### src/rtl/pdh_adc_frontend.sv
`default_nettype none
// ============================================================================
//  Module   : pdh_adc_frontend
//  Purpose  : Registers both ADC channels, converts offset binary to two's
//             complement, applies power-of-two boxcar averaging/decimation
//             and reports clipping via sticky flags and a saturating counter.
//  Revision : 1.0  initial release
// ============================================================================
module pdh_adc_frontend #(
    parameter int ADC_WIDTH    = 14,
    parameter int OUT_WIDTH    = 16,
    parameter int DEC_LOG2_MAX = 4
) (
    input  logic                 clk,
    input  logic                 rst_n,
    input  logic [ADC_WIDTH-1:0] adc_dat_a_i,
    input  logic [ADC_WIDTH-1:0] adc_dat_b_i,
    input  logic [2:0]           dec_log2_i,
    input  logic                 clr_i,
    output logic [OUT_WIDTH-1:0] out_a_o,
    output logic [OUT_WIDTH-1:0] out_b_o,
    output logic                 out_valid_o,
    output logic                 ovr_a_o,
    output logic                 ovr_b_o,
    output logic [15:0]          ovr_cnt_o
);

    localparam int                    ACC_WIDTH   = ADC_WIDTH + DEC_LOG2_MAX;
    localparam logic [ADC_WIDTH-1:0]  c_code_min  = '0;
    localparam logic [ADC_WIDTH-1:0]  c_code_max  = '1;
    localparam logic [2:0]            c_n_max     = 3'(DEC_LOG2_MAX);
    localparam logic [DEC_LOG2_MAX:0] c_one       = (DEC_LOG2_MAX+1)'(1);
    localparam logic [DEC_LOG2_MAX-1:0] c_cnt_one = DEC_LOG2_MAX'(1);
    localparam logic [15:0]           c_ovr_max   = 16'hFFFF;
    localparam logic [15:0]           c_ovr_one   = 16'd1;

    logic [ADC_WIDTH-1:0]        r_s1_a;
    logic [ADC_WIDTH-1:0]        r_s1_b;
    logic                        r_s1_vld;
    logic signed [ADC_WIDTH-1:0] r_s2_a;
    logic signed [ADC_WIDTH-1:0] r_s2_b;
    logic                        r_s2_vld;

    logic [DEC_LOG2_MAX-1:0]     r_cnt;
    logic [2:0]                  r_n;
    logic signed [ACC_WIDTH-1:0] r_acc_a;
    logic signed [ACC_WIDTH-1:0] r_acc_b;

    logic [OUT_WIDTH-1:0]        r_out_a;
    logic [OUT_WIDTH-1:0]        r_out_b;
    logic                        r_out_vld;
    logic                        r_ovr_a;
    logic                        r_ovr_b;
    logic [15:0]                 r_ovr_cnt;

    logic                        w_clip_a;
    logic                        w_clip_b;
    logic                        w_clip_any;
    logic [2:0]                  w_n_req;
    logic [2:0]                  w_n;
    logic [DEC_LOG2_MAX-1:0]     w_blk_last;
    logic                        w_blk_end;
    logic signed [ACC_WIDTH-1:0] w_samp_a;
    logic signed [ACC_WIDTH-1:0] w_samp_b;
    logic signed [ACC_WIDTH-1:0] w_base_a;
    logic signed [ACC_WIDTH-1:0] w_base_b;
    logic signed [ACC_WIDTH-1:0] w_sum_a;
    logic signed [ACC_WIDTH-1:0] w_sum_b;
    logic signed [ADC_WIDTH-1:0] w_avg_a;
    logic signed [ADC_WIDTH-1:0] w_avg_b;

    // S1 captures the pins directly; S2 flips the MSB (offset binary -> 2's complement)
    always_ff @(posedge clk or negedge rst_n) begin
        if (!rst_n) begin
            r_s1_a   <= '0;
            r_s1_b   <= '0;
            r_s1_vld <= 1'b0;
            r_s2_a   <= '0;
            r_s2_b   <= '0;
            r_s2_vld <= 1'b0;
        end else begin
            r_s1_a   <= adc_dat_a_i;
            r_s1_b   <= adc_dat_b_i;
            r_s1_vld <= 1'b1;
            r_s2_a   <= {~r_s1_a[ADC_WIDTH-1], r_s1_a[ADC_WIDTH-2:0]};
            r_s2_b   <= {~r_s1_b[ADC_WIDTH-1], r_s1_b[ADC_WIDTH-2:0]};
            r_s2_vld <= r_s1_vld;
        end
    end

    // S1 resets to code 0, which would look clipped, so gate with its valid bit
    assign w_clip_a   = r_s1_vld && (r_s1_a == c_code_min || r_s1_a == c_code_max);
    assign w_clip_b   = r_s1_vld && (r_s1_b == c_code_min || r_s1_b == c_code_max);
    assign w_clip_any = w_clip_a || w_clip_b;

    always_ff @(posedge clk or negedge rst_n) begin
        if (!rst_n) begin
            r_ovr_a   <= 1'b0;
            r_ovr_b   <= 1'b0;
            r_ovr_cnt <= '0;
        end else begin
            r_ovr_a <= w_clip_a || (r_ovr_a && !clr_i);
            r_ovr_b <= w_clip_b || (r_ovr_b && !clr_i);
            if (w_clip_any) begin
                if (clr_i)
                    r_ovr_cnt <= c_ovr_one;
                else if (r_ovr_cnt != c_ovr_max)
                    r_ovr_cnt <= r_ovr_cnt + c_ovr_one;
            end else if (clr_i) begin
                r_ovr_cnt <= '0;
            end
        end
    end

    // The live request only matters at block start; mid-block the latched N rules
    assign w_n_req    = (dec_log2_i > c_n_max) ? c_n_max : dec_log2_i;
    assign w_n        = (r_cnt == '0) ? w_n_req : r_n;
    assign w_blk_last = DEC_LOG2_MAX'((c_one << w_n) - c_one);
    assign w_blk_end  = (r_cnt == w_blk_last);

    assign w_samp_a = {{DEC_LOG2_MAX{r_s2_a[ADC_WIDTH-1]}}, r_s2_a};
    assign w_samp_b = {{DEC_LOG2_MAX{r_s2_b[ADC_WIDTH-1]}}, r_s2_b};
    assign w_base_a = (r_cnt == '0) ? '0 : r_acc_a;
    assign w_base_b = (r_cnt == '0) ? '0 : r_acc_b;
    assign w_sum_a  = w_base_a + w_samp_a;
    assign w_sum_b  = w_base_b + w_samp_b;
    assign w_avg_a  = ADC_WIDTH'(w_sum_a >>> w_n);
    assign w_avg_b  = ADC_WIDTH'(w_sum_b >>> w_n);

    always_ff @(posedge clk or negedge rst_n) begin
        if (!rst_n) begin
            r_cnt     <= '0;
            r_n       <= '0;
            r_acc_a   <= '0;
            r_acc_b   <= '0;
            r_out_a   <= '0;
            r_out_b   <= '0;
            r_out_vld <= 1'b0;
        end else begin
            r_n       <= w_n;
            r_out_vld <= r_s2_vld && w_blk_end;
            if (r_s2_vld) begin
                r_acc_a <= w_sum_a;
                r_acc_b <= w_sum_b;
                r_cnt   <= w_blk_end ? '0 : r_cnt + c_cnt_one;
                if (w_blk_end) begin
                    r_out_a <= {{(OUT_WIDTH-ADC_WIDTH){w_avg_a[ADC_WIDTH-1]}}, w_avg_a};
                    r_out_b <= {{(OUT_WIDTH-ADC_WIDTH){w_avg_b[ADC_WIDTH-1]}}, w_avg_b};
                end
            end
        end
    end

    assign out_a_o     = r_out_a;
    assign out_b_o     = r_out_b;
    assign out_valid_o = r_out_vld;
    assign ovr_a_o     = r_ovr_a;
    assign ovr_b_o     = r_ovr_b;
    assign ovr_cnt_o   = r_ovr_cnt;

endmodule
`default_nettype wire
### config.mk
export PLATFORM = sky130hd
export DESIGN_NAME = pdh_adc_frontend
export DESIGN_NICKNAME = d
export VERILOG_FILES = /design/src/rtl/pdh_adc_frontend.sv
export SDC_FILE = /design/constraint.sdc
export NUM_CORES = 1
export LEC_CHECK = 0
export CAP_MARGIN = 5
export CORE_MARGIN = 2
export CORE_UTILIZATION = 36
export DETAILED_ROUTE_END_ITERATION = 8
export PLACE_DENSITY = 0.52
export SLEW_MARGIN = 30
export SYNTH_ARGS = -nofsm -noshare
export SYNTH_HDL_FRONTEND = slang
export SYNTH_SLANG_ARGS = --single-unit
### constraint.sdc
create_clock -name clk -period 12.45 [get_ports clk]
set_input_delay 2.49 -clock clk [delete_from_list [all_inputs] [get_ports clk]]
set_output_delay 2.49 -clock clk [all_outputs]
set_load 0.01 [all_outputs]
# Word level (Yosys, flattened, before mapping)
# Index checks and enable logic that the tools add are counted.
# classes
addsub	5
n_lt_le_gt_ge	1
n_eq_ne	4
shifts	3
n_mux	9
bitwise_logic	2
reduce_logical	18
# ops
cell	n
$mux 16	4
$add 18x14->18	2
$mux 18	2
$sshr 18x3->14	2
$eq 14x14->1 const B	2
$logic_not 14->1	2
$add 16x1->16 const B	1
$ne 16x16->1 const B	1
$mux 3	2
$logic_and 1x1->1	5
$logic_or 1x1->1	5
$add 4x1->4 const B	1
$eq 4x4->1	1
$logic_not 4->1	1
$mux 4	1
$reduce_and 2->1	2
$reduce_bool 2->1	2
$shl 1x3->4 const A	1
$sub 4x1->4 const B	1
$gt 3x3->1 const B	1
$not 1->1	2
$logic_not 1->1	1
# totals
ff_bits	148
input_bits	34

# Longest topological paths before layout
# Gate-level depths: netlist (run 1).
# depth
word_depth	7
ltp_mapped	23
depth_no_buf	18

# Worst setup path before layout (run 1)
# Ideal clock, no wire load.
# synth_path
path_type	input to register
start	in dec_log2_i[2]
end	reg r_out_b[10], in the netlist out_b_o[10]
t_arrival_ps	5499
required_ps	12321
slack_ps	6822
cell_stages	19
n_path_buf	4
path_cell_list	nand3b_1 > and2_1 > buf_2 > clkinv_1 > nor2_1 > clkbuf_1 > nand2_1 > ha_1 > xor2_1 > nand3_1 > o211ai_1 > a31oi_1 > or3_1 > buf_2 > clkinv_2 > nand2_2 > buf_2 > a221oi_1 > a21boi_1
# synth_via
elab_chain_cells	7
elab_cells_between_ends	8
classes_between	add/sub: 1; order compare: 1; eq/ne: 1; shift: 2; mux: 2; reduce/logical: 1
# synth_rtl
item	line	rtl
start, declared	18	input logic [2:0] dec_log2_i,
$gt 3x3->1	116	assign w_n_req = (dec_log2_i > c_n_max) ? c_n_max : dec_log2_i;
$mux 3 *	116	
$mux 3 *	117	assign w_n = (r_cnt == '0) ? w_n_req : r_n;
$shl 1x3->4	118	assign w_blk_last = DEC_LOG2_MAX'((c_one << w_n) - c_one);
$sub 4x1->4	118	
$eq 4x4->1	119	assign w_blk_end = (r_cnt == w_blk_last);
$reduce_and 2->1 (no line)	--	
end signal, assigned	148	r_out_b <= {{(OUT_WIDTH-ADC_WIDTH){w_avg_b[ADC_WIDTH-1]}}, w_avg_b};
end, declared	50	logic [OUT_WIDTH-1:0] r_out_b;
# Mark *: on every way between the ends. The rest lies on a longest branch, timed or not.
# A chain may end at the register's enable or synchronous reset.

# Final worst setup path (run 1)
# layout_path
start	in dec_log2_i[2]
end	reg r_out_b[7], in the netlist out_b_o[7]
# Same word-level chain as after synthesis.

==> impl_metrics.env, run 1 <==
export IMPL_status="finished clean"
export IMPL_post_place_ws_ns=4.43
export IMPL_clkPwrFrac=0.190
export IMPL_ff2ff_path_depth=21
export IMPL_synth_edf_count=0
export IMPL_crit_type="primary input to flop"
export IMPL_ios=85
export IMPL_path_max_fanout=32
export IMPL_port_buffers=84
export IMPL_yosysTopAreaCell="dfrtp_1"
export IMPL_crit_path_end_kind="flop"
export IMPL_layout_setup_ws_ns=4.77
export IMPL_hold_viol_final=0
export IMPL_cts_tree="yes"
export IMPL_tightest_slew_ns=0.895
export IMPL_ys_ff_latch=148
export IMPL_final_cell_mix="dfrtp_1 (148), nand2_1 (101), clkdlybuf4s50_1 (83)"
export IMPL_synth_area_um2=8690
export IMPL_synth_cells=922
export IMPL_hold_depth=0
export IMPL_cts_setup_buffers=0
export IMPL_die_area_um2=25400
export IMPL_drive_gt1_frac=0.0850
export IMPL_met1_usage=0.277
export IMPL_maxSlewViolCount=0
export IMPL_antenna_left=0
export IMPL_cts_buffers=17
export IMPL_routedWlPerCell_um=17.6
export IMPL_drc=0
export IMPL_clock_sinks=148
export IMPL_rows=56
export IMPL_net_switching_power_mw=1.37
export IMPL_period_needed_ns=7.68
export IMPL_antenna_cells=0
export IMPL_max_freq_mhz=130
export IMPL_worst_ep_required_time_ns=12.73
export IMPL_worstPathArrival_ns=7.96
export IMPL_post_dp_cell_area_um2=9790
export IMPL_cap_violations=0
export IMPL_min_period_over_period=0.617
export IMPL_final_common_cell="dfrtp_1"
export IMPL_synth_cell_types=74
export IMPL_grt_pass1_vias=7034
export IMPL_drt_iter0_drc=438
export IMPL_powerDensity_nw_per_um2=291
export IMPL_ys_seq_area_frac=0.426
export IMPL_total_power_mw=3.04
export IMPL_postCtsHoldBufs=0
export IMPL_netlist_area_leader_share=0.426
export IMPL_cts_htree_levels=4
export IMPL_grt_ovfl_total=0
export IMPL_seq_power_share=0.226
export IMPL_dr_pass1_iters=5
export IMPL_met2_usage=0.280
export IMPL_wl_mm=23.2
export IMPL_syn_mean_instance_area_um2=9.42
export IMPL_slew_limit_headroom=0.401
export IMPL_start_util=0.368
export IMPL_via_per_inst=5.46
export IMPL_swShare=0.449
export IMPL_path_clk_slew_ns=0.07
export IMPL_ys_warn_count=0
export IMPL_finalSetupViolCount=0
export IMPL_clockBufferDepth=2
export IMPL_synth_top_flop_cell="dfrtp_1"
export IMPL_cts_root_buf="clkbuf_16"
export IMPL_syn_num_nets=996
export IMPL_hpwlAfterDp_mm=16.4
export IMPL_insertion_delay_ns=0.43
export IMPL_finClkSkew_ns=0.0146
export IMPL_antenna_found_initial=0
export IMPL_grt_max_degree=92
export IMPL_rsz0062_at_grt="false"
export IMPL_vias=7197
export IMPL_p_int_mw=1.67
export IMPL_fin_setup_tns_ns=0
export IMPL_ir_worst_vdd_mv=0.111
export IMPL_layout_nets=1061
export IMPL_area_delta_synth_final_pct=20.2
export IMPL_die_h_um=159
export IMPL_busiest_layer="met2"
export IMPL_hold_class="flop to flop"
export IMPL_p_leak_nw=4.45
export IMPL_grt_use_met3=0.0328
export IMPL_grt_pass1_wl_mm=38.3
export IMPL_async_flop_share=1.00
export IMPL_cts_resized=0
export IMPL_share_comb_of_total_power=0.584
export IMPL_finalInstanceArea_um2=10400
export IMPL_fp_coreArea_um2=23600
export IMPL_crit_path_start_kind="primary input"
export IMPL_die_width_um=159
export IMPL_synth_area_leaders="dfrtp_1 (43%), ha_1 (5.5%), nand2_1 (4.4%)"
export IMPL_gp_congestion=0.856
export IMPL_gr_usage_all_layers=0.187
per-stage QoR:
step | utilization | std cells | hold WS, ns
after detailed placement | 0.415 | 1287 | 0.387
after global routing | 0.442 | 1319 | 0.413
after floorplan | - | 922 | 0.367
after global placement | 0.415 | 1287 | 0.375
after CTS | 0.442 | 1319 | 0.394
final | 0.442 | 1319 | 0.395
cell usage after synthesis (4+ instances only):
library cell and count:
or3_1 9, nand2b_1 5, mux2_2 26, buf_2 4, o21a_1 5, nor2_1 76
nor2b_1 5, buf_1 6, o211a_1 4, nand2_1 101, xnor2_1 17, o22ai_1 6
or2_2 4, a21oi_1 47, and3_1 4, a311oi_1 6, a21o_1 19, mux2i_1 19
o211ai_1 18, a221o_1 5, a31oi_1 14, a221oi_1 7, dfrtp_1 148, o31ai_1 4
nand3b_1 5, and4_1 7, ha_1 38, o21ai_0 40, nand3_1 25, and2_1 42
o221ai_1 9, clkbuf_1 30, nor3b_1 5, buf_4 6, xor2_1 18, nor4_1 13
o21bai_1 4, a211oi_1 17, nand4_1 12, inv_1 23, nor3_1 19
critical path: stages:
cell,delay [ns]
clkdlybuf4s50_1,0.57
nand3b_1,0.14
and2_1,0.13
buf_4,0.33
clkinv_1,0.70
nor2_1,0.94
nand2_1,0.14
ha_1,0.24
xor2_1,0.30
nand3_1,0.12
o211ai_1,0.11
a31oi_1,0.14
or3_1,0.35
buf_4,0.25
clkinv_2,0.21
nand2_2,0.24
a2111oi_0,0.44
a211oi_1,0.09
power by group through the flow:
stage	Sequential (mW)	Clock [mW]	Combinational [mW]
final	0.686	0.577	1.77
after floorplan	0.684	0	1.27
after global routing	0.701	0.609	1.98
after global placement	0.695	0	1.76
after detailed placement	0.696	0	1.76
after CTS	0.687	0.590	1.77
metal layers:
metal  vias up  part of all wire  wire length, um
li1       3519                 -                -
met1      3471              0.50            11600
met2       186              0.44            10200
met3        21             0.045             1050
met4         0             0.013              302
met5         -                 0                0
final cells by class:
| class | instances | area, um^2 |
|---|---|---|
| clock buffer | 18 | 439 |
| clock inverter | 14 | 214 |
| timing repair buffer | 92 | 902 |
| multi-input combinational | 702 | 4690 |
| tap | 319 | 399 |
| fill | 2297 | 13200 |
| sequential | 148 | 3700 |
| inverter | 26 | 98.8 |
cells by family (layout without fill, tap and decap cells):
group                      after synthesis  after routing  synth area share
DFF                                    148            148             0.426
buffers and inverters                   72            150            0.0344
other                                    1              1          0.000432
muxes                                   47             47            0.0608
and+or+nand+nor                        340            340             0.192
xor gates and xnor gates                35             35            0.0353
AOI/OAI and AO/OA                      239            239             0.191
adders and majority gates               40             40            0.0593
final timing paths:
| kind | endpoint | from | slack [ns] |
|---|---|---|---|
| worst min register to register | r_s2_a[10]$_DFF_PN0_ | r_s1_a[10]$_DFF_PN0_ | 0.40 |
| min in group asynchronous | r_acc_b[13]$_DFFE_PN0P_ | rst_n | 2.14 |
| worst max-delay path | out_b_o[7]$_DFFE_PN0P_ | dec_log2_i[2] | 4.77 |
| max in group asynchronous | r_s2_a[6]$_DFF_PN0_ | rst_n | 9.01 |
| worst max register to register | out_b_o[7]$_DFFE_PN0P_ | r_cnt[0]$_DFFE_PN0P_ | 6.11 |
| worst min-delay path | r_s2_a[10]$_DFF_PN0_ | r_s1_a[10]$_DFF_PN0_ | 0.40 |
Power figures use the tool's default switching activity.
==> run 2: changes to the inputs <==
- PLACE_DENSITY: 0.52 -> 0.54
- clock period: 12.45 -> 6.9 ns (I/O delays scaled with it)
==> impl_metrics.env, run 2 (synthesis results as in run 1) <==
export IMPL_antenna_cells=0
export IMPL_final_cells=1320
export IMPL_maxSlewViolCount=0
export IMPL_insertion_delay_ns=0.42
export IMPL_clock_sinks=148
export IMPL_status="finished clean"
export IMPL_ir_worst_vdd_mv=0.181
export IMPL_finClkSkew_ns=0.00903
export IMPL_seq_power_share=0.232
export IMPL_share_comb_of_total_power=0.599
export IMPL_ios=85
export IMPL_cts_tree="yes"
export IMPL_setup_worst_path_start="dec_log2_i[2]"
export IMPL_crit_path_start_kind="primary input"
export IMPL_die_area_um2=25400
export IMPL_cts_resized=0
export IMPL_dr_pass1_iters=7
export IMPL_whs_ns=0.394
export IMPL_die_width_um=159
export IMPL_crit_path_end_kind="flop"
export IMPL_drive_gt1_frac=0.0869
export IMPL_highest_layer="met4"
export IMPL_net_switching_power_mw=2.42
export IMPL_powerDensity_nw_per_um2=516
export IMPL_crit_chain="clkdlybuf4s50_1 -> nor2b_1 -> mux2i_2 -> buf_4 -> inv_1 -> nor2_1 -> nand2_1 -> ha_1 -> xor2_1 -> nand3_1 -> o211ai_1 -> a31oi_1 -> or3_1 -> buf_4 -> clkinv_2 -> nand2_2 -> a2111oi_0 -> a211oi_1"
export IMPL_total_power_mw=5.36
export IMPL_rows=56
export IMPL_worstPathArrival_ns=5.78
export IMPL_hold_class="flop to flop"
export IMPL_die_h_um=159
export IMPL_port_buffers=84
export IMPL_cap_violations=0
export IMPL_crit_top_cell="buf_4"
export IMPL_fp_coreArea_um2=23600
export IMPL_min_delay_start="r_s1_b[0]$_DFF_PN0_"
export IMPL_grt_max_degree=96
export IMPL_path_max_fanout=32
export IMPL_hpwlAfterDp_mm=16.4
export IMPL_cts_root_buf="clkbuf_16"
export IMPL_p_leak_nw=4.42
export IMPL_clockBufferDepth=2
export IMPL_wl_met2_mm=10.4
export IMPL_cts_buffers=17
export IMPL_vias=7237
export IMPL_antenna_found_initial=1
export IMPL_max_freq_mhz=181
export IMPL_finalSetupViolCount=0
export IMPL_swShare=0.452
export IMPL_wl_met1_mm=11.4
export IMPL_cts_setup_buffers=0
export IMPL_gr_usage_all_layers=0.185
export IMPL_routedWlPerCell_um=17.6
export IMPL_grt_pass1_wl_mm=37.9
export IMPL_clkPwrFrac=0.169
export IMPL_final_util=0.440
export IMPL_gp_congestion=0.827
export IMPL_r2r_start="r_cnt[0]$_DFFE_PN0P_"
export IMPL_via_per_inst=5.48
export IMPL_tightest_slew_ns=0.815
export IMPL_rsz0062_at_grt="false"
export IMPL_min_period_over_period=0.800
export IMPL_wl_mm=23.2
export IMPL_crit_type="primary input to flop"
export IMPL_worst_ep_required_time_ns=7.17
export IMPL_slowest_stage="clkdlybuf4s50_1"
export IMPL_final_common_cell="dfrtp_1"
export IMPL_layout_setup_ws_ns=1.38
export IMPL_dp_cells=1290
export IMPL_path_clk_slew_ns=0.06
export IMPL_cts_htree_levels=4
export IMPL_hold_viol_final=0
export IMPL_period_needed_ns=5.52
export IMPL_critical_path_max_stage_delay_ns=0.58
export IMPL_postCtsHoldBufs=0
export IMPL_slew_limit_headroom=0.453
export IMPL_grt_pass1_vias=6953
export IMPL_fin_setup_tns_ns=0
export IMPL_start_util=0.368
export IMPL_drt_iter0_drc=539
export IMPL_area_delta_synth_final_pct=19.6
export IMPL_finalInstanceArea_um2=10400
export IMPL_post_place_ws_ns=1.03
export IMPL_grt_ovfl_total=0
export IMPL_fill_cells=2341
export IMPL_p_int_mw=2.94
export IMPL_dr_wl_met3_mm=1.11
export IMPL_post_dp_cell_area_um2=9810
export IMPL_drc=0
export IMPL_antenna_left=0
export IMPL_final_cell_mix="dfrtp_1 (148), nand2_1 (101), clkdlybuf4s50_1 (83)"
export IMPL_layout_nets=1064
[run 2: cell count changes in the layout (fill, tap and decap cells not counted), sizes merged]
cell	previous run	this run
clkinv	4	6
clkbuf	18	23
buf	9	11
inv	31	24
bufinv	4	1
clkinvlp	1	3
[run 2: layout make-up]
class	count	area (um^2)	area share
clock buffer	22	494	0.0476
multi-input combinational	702	4690	0.451
tap	319	399	0.0384
clock inverter	8	76.3	0.00735
sequential	148	3700	0.357
inverter	26	98.8	0.00952
timing repair buffer	95	927	0.0893
[run 2: worst paths after layout]
check	to	slack [ns]	depth (start not counted)
worst max-delay path	out_b_o[7]$_DFFE_PN0P_	1.38	18
worst min-delay path	r_s2_b[0]$_DFF_PN0_	0.39	0
worst max register to register	out_b_o[7]$_DFFE_PN0P_	1.66	22
worst min register to register	r_s2_b[0]$_DFF_PN0_	0.39	0
max in group asynchronous	r_s1_a[4]$_DFF_PN0_	4.68	2
min in group asynchronous	r_acc_b[15]$_DFFE_PN0P_	1.03	1
[run 2: worst max-delay path: cells and delay by family]
family	cells	cell delay, ns
adders and majority gates	1	0.21
buffers and inverters	5	1.47
xor gates and xnor gates	1	0.30
and+or+nand+nor	6	1.44
muxes	1	0.16
AOI/OAI and AO/OA	4	0.78
[run 2: power groups by stage]
stage | Sequential (mW) | Clock (mW) | Combinational (mW)
global placement | 1.25 | 0 | 3.18
floorplan | 1.23 | 0 | 2.30
detailed placement | 1.25 | 0 | 3.19
global route | 1.27 | 0.961 | 3.56
finish | 1.24 | 0.905 | 3.21
CTS | 1.24 | 0.926 | 3.20
[run 2: layer usage]
metal / GRT usage / up-vias
li1: - / 3503
met3: 0.0318 / 23
met1: 0.269 / 3530
met4: 0.0570 / 0
met2: 0.283 / 181
met5: 0 / -
